**src/rtl/fetch_unit.sv**
```systemverilog
// fetch_unit: walks the PC through instruction memory and assembles one- or
// two-word instructions into the IR, honouring stall and redirect requests.
module fetch_unit #(
  parameter int PC_WIDTH = 20,
  parameter int RESET_PC = 0,
  parameter int IMM_BIT  = 0
) (
  input  logic                clk,
  input  logic                rst,
  input  logic                stall,
  input  logic                redirect_valid,
  input  logic [PC_WIDTH-1:0] redirect_pc,
  output logic [PC_WIDTH-1:0] imem_addr,
  input  logic [15:0]         imem_data,
  output logic                ir_we,
  output logic [15:0]         ir_data,
  output logic [15:0]         imm_data,
  output logic                imm_valid,
  output logic [PC_WIDTH-1:0] inst_pc,
  output logic [PC_WIDTH-1:0] pc
);
  typedef enum logic {FETCH, FETCH_IMM} state_t;
  state_t              state, state_next;
  logic [PC_WIDTH-1:0] pc_next, pending_pc;
  logic [15:0]         pending;
  logic                we_next, capture;
  assign imem_addr = pc;
  always_comb begin
    state_next = state;
    pc_next    = pc;
    we_next    = 1'b0;
    capture    = 1'b0;
    if (redirect_valid) begin
      pc_next    = redirect_pc;
      state_next = FETCH;
    end else if (!stall) begin
      pc_next = pc + PC_WIDTH'(1);
      if (state == FETCH_IMM) begin
        state_next = FETCH;
        we_next    = 1'b1;
      end else if (imem_data[IMM_BIT]) begin
        state_next = FETCH_IMM;
        capture    = 1'b1;
      end else begin
        we_next = 1'b1;
      end
    end
  end
  always_ff @(posedge clk or negedge rst) begin
    if (!rst) begin
      state      <= FETCH;
      pc         <= PC_WIDTH'(RESET_PC);
      pending    <= '0;
      pending_pc <= '0;
      ir_we      <= 1'b0;
      ir_data    <= '0;
      imm_data   <= '0;
      imm_valid  <= 1'b0;
      inst_pc    <= '0;
    end else begin
      state <= state_next;
      pc    <= pc_next;
      ir_we <= we_next;
      if (capture) begin
        pending    <= imem_data;
        pending_pc <= pc;
      end
      if (we_next) begin
        ir_data   <= (state == FETCH_IMM) ? pending : imem_data;
        imm_data  <= (state == FETCH_IMM) ? imem_data : 16'h0;
        imm_valid <= (state == FETCH_IMM);
        inst_pc   <= (state == FETCH_IMM) ? pending_pc : pc;
      end
    end
  end
endmodule

```
**config.mk**
```make
export PLATFORM = sky130hd
export DESIGN_NAME = fetch_unit
export DESIGN_NICKNAME = d
export VERILOG_FILES = /design/src/rtl/fetch_unit.sv
export SDC_FILE = /design/constraint.sdc
export NUM_CORES = 1
export LEC_CHECK = 0
export CORE_MARGIN = 2
export CORE_UTILIZATION = 35
export DETAILED_ROUTE_END_ITERATION = 6
export SYNTH_ARGS = -nofsm -noshare
export SYNTH_HDL_FRONTEND = slang
export SYNTH_SLANG_ARGS = --single-unit
export TNS_END_PERCENT = 10
```
**constraint.sdc**
```tcl
create_clock -name clk -period 2.1 [get_ports clk]
set_input_delay 0.42 -clock clk [delete_from_list [all_inputs] [get_ports clk]]
set_output_delay 0.42 -clock clk [all_outputs]
set_load 0.05 [all_outputs]
```
==> out/metrics.yaml, run 1 <==
finClkSkew_ps: 6.008
synth_cell_types: 41
crit_fanout: 5
fin_crit_sh: 0.9565
gp_congestion: 0.7182
hp-class: "in -> async"
synth.most_common_cell: "dfrtp_1"
root_buffer: "clkbuf_16"
fin_cells: 738
end_kind: "output pin"
required_ps: 1680
startpoint_type: "flip-flop"
holdBufCountCts: 0
synth_area_per_cell_sq_um: 11.50
gr-total-overflow: 0
p_leak_nw: 2.904
ys_seq_elements: 111
fp.dieW_um: 123.6
ys_warn_count: 0
whs_ps: 71.31
clock_sinks: 111
ys_async_sr_fraction: 1.000
rsz0062_at_grt: "false"
synth_edf_count: 0
max-slew-margin-rel: 0.5517
cts-buffers-inserted: 9
grt_first_pass_wirelength_um: 18340
postCtsSetupBuffers: 0
max_freq_mhz: 497.9
wl_um: 11420
r2r_start: "imem_addr[1]"
fillers: 1260
dp_hpwl_um: 7775
cpPeakStageDelay_ps: 830
antenna_found_initial: 0
die-area_sq_um: 15270
slew_viol_final: 0
synthTopCellsByArea: "dfrtp_1 56%, mux2i_1 8.4%, mux2_2 7.4%"
tightest_slew_ps: 672.5
cp_slowest_cell: "clkdlybuf4s50_1"
synthTopCellsByCount: "111 x dfrtp_1, 60 x nand2_1, 48 x o21ai_0"
crit_arrival_ps: 1590
cts_tree: "done"
maxCapViolations: 0
power.total_mw: 6.516
outcome: "completed"
row_count: 43
peakVddDrop_mv: 0.4034
cp_top_family: "buffers and inverters"
wl_per_cell_um: 15.48
synth_cells: 435
syn_area_sq_um: 5004
cts.htree.levels: 3
core-area_sq_um: 13930
setup_tns_ps: 0
track_usage: 0.1563
drc: 0
path_class: "reg -> out"
clock_latency_ps: 350
cp_num_buf_inv: 1
ios: 134
setup_viol: 0
diodes: 0
via_count: 3620
clk_pin_slew_ps: 70
viasPerCell: 4.905
ant_nets: 0
area_growth_pct: 34.78
drive_above_1_share: 0.1792
hold_viol_final: 0
p_per_area_nw_per_um2: 966.3
cp_cell_sequence: "clkdlybuf4s50_1"
ys_seq_area_frac: 0.5551
yosysTopAreaCellShare: 0.5551
crit_start: "imem_addr[19]"
synth_nets: 476
cts.path.max_buffers: 2
drt_iter0_markers: 120
grt_max_degree: 49
initial_core_util: 0.3591
final_nets: 594
drt_first_pass_iters: 4
yosys.area.top_type: "dfrtp_1"
grt_pass1_vias: 3643
min_period_ps: 2009
io_buffers: 133
synthFlopType: "dfrtp_1"
die_y_um: 123.6
dpl.cell_count: 722
## cell usage in the layout, fill, tap and decap left out, types with 7 or more instances in the layout
cell type        instances
dfrtp_1                110
clkdlybuf4s50_1         93
nand2_1                 59
o21ai_0                 48
mux2i_1                 42
buf_4                   35
mux2_2                  33
a22o_1                  16
dlygate4sd2_1           12
clkbuf_16                9
nor3_1                   8
xnor2_1                  8
nand3_1                  7
buf_12                   7
## layout make-up
cell class	count	area [sq um]	area share
flip-flops and latches	111	2779	0.4121
multi-input cells	272	1943	0.2881
repair buffers	154	1519	0.2252
clock buffers	12	236.5	0.03506
well taps	180	225.2	0.03340
clock inverters	4	22.52	0.003340
inverters	5	18.77	0.002783
## sequential cells by signal, indices dropped and copies added (netlist names)
| name | cells |
|---|---|
| ir_data | 16 |
| pending_pc | 20 |
| imem_addr | 20 |
| pending | 16 |
| imm_valid | 1 |
| imm_data | 16 |
| ir_we | 1 |
| state | 1 |
| inst_pc | 20 |
## worst register-to-register path: stages (launching register included)
cell      delay [ps]
dfrtp_1          470
ha_1             200
nand3b_1         170
nor4_4           310
buf_4            200
mux2i_1          210
nand2_1           70
## cells by family after synthesis
| family | share of synthesized area |
|---|---|
| fa+ha+maj | 0.002500 |
| xor+xnor | 0.01926 |
| buf+inv | 0.05701 |
| mux | 0.1628 |
| simple gates | 0.1118 |
| compound gates | 0.09152 |
| flops | 0.5551 |
## metal layers
layer,global-route usage,vias up,share of wire
met4,0.06037,0,0.016
met5,0,-,0
li1,-,1740,-
met1,0.1986,1779,0.45
met3,0.02860,15,0.041
met2,0.2641,86,0.49
## path summary, 6_finish.rpt
kind                                 end  slack, ps  depth (start not counted)
min in group clk                   state        330                          2
hold reg to reg               pending[0]        480                          1
max in group asynchronous   imm_data[11]       1380                          2
setup / recovery                  pc[19]         90                          1
setup reg to reg           imem_addr[14]        370                          6
hold / removal               pending[13]         70                          1
## where the power goes
| group | leakage, nW | switching [mW] | internal, mW |
|---|---|---|---|
| clock | 0.126 | 0.743 | 0.801 |
| combinational | 1.41 | 1.39 | 0.797 |
| sequential | 1.36 | 0.267 | 2.52 |
| total | 2.90 | 2.40 | 4.12 |
## per-stage QoR
stage	area, sq um	utilization	setup WS [ps]
after floorplan	5004	-	50.57
after global placement	6485	0.4654	61.81
after detailed placement	6485	0.4654	33.84
after CTS	6729	0.4829	0.6908
after global routing	6744	0.4840	32.90
final	6744	0.4840	91.40
## timing repair
action	CTS	global route
gates resized for setup	12	6
endpoints found under the hold margin	0	0
setup endpoints to repair	14	6
(Power assumes the default switching activity.)
==> run 2: changes to the inputs <==
--- a/config.mk
+++ b/config.mk
@@ -5,7 +5,6 @@
 export SDC_FILE = /design/constraint.sdc
 export NUM_CORES = 1
 export LEC_CHECK = 0
-export CORE_MARGIN = 2
 export CORE_UTILIZATION = 35
 export DETAILED_ROUTE_END_ITERATION = 6
 export SYNTH_ARGS = -nofsm -noshare
==> run 2 against run 1 <==
Non-clock buffer count fell by 3. Clock skew up 0.89 ps. Critical path depth did not move. Largest power group unchanged. Routed wire length shrank 3.0%. Global-route usage rose by 0.57 points. Register-to-register slack worse by 140 ps. Largest cell class unchanged.
==> out/metrics.yaml, run 2 (synthesis gave the netlist of run 1 again) <==
final_area_sq_um: 6715  # was 6744 sq um
postCtsSetupBuffers: 0  # unchanged
fillers: 1257  # was 1260
p_per_area_nw_per_um2: 974.0  # was 966.3 nW/um^2
final_cell_mix: "110 x dfrtp_1, 96 x clkdlybuf4s50_1, 59 x nand2_1, 48 x o21ai_0, 42 x mux2i_1"  # was 110 x dfrtp_1, 93 x clkdlybuf4s50_1, 59 x nand2_1, 48 x o21ai_0, 42 x mux2i_1
ant_nets: 0  # unchanged
cp_top_family: "buffers and inverters"  # unchanged
setup_tns_ps: 0  # unchanged
drive_above_1_share: 0.1733  # was 0.1792
max-slew-margin-rel: 0.6345  # was 0.5517
max_freq_mhz: 495.0  # was 497.9 MHz
p_leak_nw: 2.854  # was 2.904 nW
crit_arrival_ps: 1600  # was 1590 ps
cts-resized-gates: 15  # was 12
slew_viol_final: 0  # unchanged
cp_slowest_cell: "clkdlybuf4s50_1"  # unchanged
row_count: 43  # unchanged
wl_um: 11080  # was 11420 um
maxCapViolations: 0  # unchanged
dpl_cell_area_sq_um: 6465  # was 6485 sq um
fp.dieW_um: 121.6  # was 123.6 um
dp_hpwl_um: 7735  # was 7775 um
initial_core_util: 0.3591  # unchanged
fin_crit_sh: 0.9620  # was 0.9565
dp_slack_ps: -28.68  # was 33.84 ps
clock_latency_ps: 350  # about the same
startpoint_type: "flip-flop"  # unchanged
clk_pin_slew_ps: 70  # about the same
holdBufCountCts: 0  # unchanged
root_buffer: "clkbuf_16"  # unchanged
via_count: 3606  # was 3620
cp_cell_sequence: "clkdlybuf4s50_1"  # unchanged
area_growth_pct: 34.21  # was 34.78%
die_y_um: 121.6  # was 123.6 um
worst_slack_ps: 79.71  # was 91.40 ps
final_common_cell: "dfrtp_1"  # unchanged
tightest_slew_ps: 546.5  # was 672.5 ps
rsz0062_at_grt: "false"  # unchanged
viasPerCell: 4.913  # was 4.905
io_buffers: 133  # unchanged
min_period_ps: 2020  # was 2009 ps
cts_tree: "done"  # unchanged
hold_viol_final: 0  # unchanged
path_class: "reg -> out"  # unchanged
setup_viol: 0  # unchanged
hp-class: "in -> async"  # unchanged
gr-total-overflow: 0  # unchanged
drc: 0  # unchanged
wl_per_cell_um: 15.10  # was 15.48 um
cpPeakStageDelay_ps: 830  # about the same
grt_pass1_vias: 3552  # was 3643
core-area_sq_um: 13930  # unchanged
postLayoutCoreUtil: 0.4819  # was 0.4840
cts.path.max_buffers: 2  # unchanged
clock_sinks: 111  # unchanged
peakVddDrop_mv: 0.4836  # was 0.4034 mV
diodes: 0  # unchanged
end_kind: "output pin"  # unchanged
finClkSkew_ps: 6.899  # was 6.008 ps
ios: 134  # unchanged
gp_congestion: 0.7552  # was 0.7182
cts-buffers-inserted: 9  # unchanged
die-area_sq_um: 14780  # was 15270 sq um
power.total_mw: 6.541  # was 6.516 mW
grt_first_pass_wirelength_um: 18310  # was 18340 um
crit_fanout: 5  # unchanged
grt_max_degree: 55  # was 49
cp_num_buf_inv: 1  # unchanged
outcome: "completed"  # unchanged
track_usage: 0.1620  # was 0.1563
required_ps: 1680  # about the same
final_nets: 591  # was 594
drt_first_pass_iters: 4  # unchanged
antenna_found_initial: 0  # unchanged
drt_iter0_markers: 151  # was 120
cts.htree.levels: 3  # unchanged
[run 2: cell types whose count changed in the layout (fill, tap and decap cells not counted)]
cell             before  now
dlymetal6s2s_1        6    1
clkinvlp_4            1    2
clkbuf_8              0    1
clkinv_2              3    1
dlygate4sd2_1        12   15
clkbuf_1              3    2
clkdlybuf4s50_1      93   96
buf_4                35   31
[run 2: power by group]
part	internal [mW]	total (mW)	switching, mW
Combinational	0.794	2.18	1.39
Clock	0.830	1.58	0.748
Sequential	2.52	2.78	0.263
[run 2: final timing paths]
check | start | end | slack [ps] | cells past startpoint
worst min-delay path | rst | ir_data[14] | 20 | 1
max in group asynchronous | rst | imm_data[10] | 1450 | 2
worst max register to register | imem_addr[0] | imem_addr[18] | 230 | 5
worst max-delay path | imem_addr[19] | imem_addr[19] | 80 | 1
min in group clk | redirect_valid | state | 430 | 2
worst min register to register | pending[0] | pending[0] | 470 | 1
[run 2: through the flow]
step                      hold slack [ps]  std cells
after floorplan                     124.4        435
after global placement              405.7        719
after detailed placement            409.5        719
after CTS                           30.38        734
after global routing                50.71        734
final                               23.68        734
[run 2: layout make-up]
class | count | area [sq um] | area share
Clock buffer | 12 | 246.5 | 0.03671
Clock inverter | 3 | 20.02 | 0.002981
Inverter | 5 | 18.77 | 0.002795
Multi-Input combinational cell | 272 | 1943 | 0.2894
Sequential cell | 111 | 2779 | 0.4138
Tap cell | 180 | 225.2 | 0.03354
Timing Repair Buffer | 151 | 1483 | 0.2208
[run 2: per-layer routing]
layer | global-route usage | wire [um] | vias up
met5 | 0 | 0 | -
met4 | 0.07176 | 188 | 0
met3 | 0.03184 | 415 | 10
met2 | 0.2607 | 5212 | 90
met1 | 0.2115 | 5267 | 1776
li1 | - | - | 1730
[run 2: worst reg2reg max path: stages, from the launching register on]
cell      delay (ps)
dfrtp_1          490
ha_1             210
nand3b_1         180
nor4_4           530
mux2i_1          250
nand3_1           90
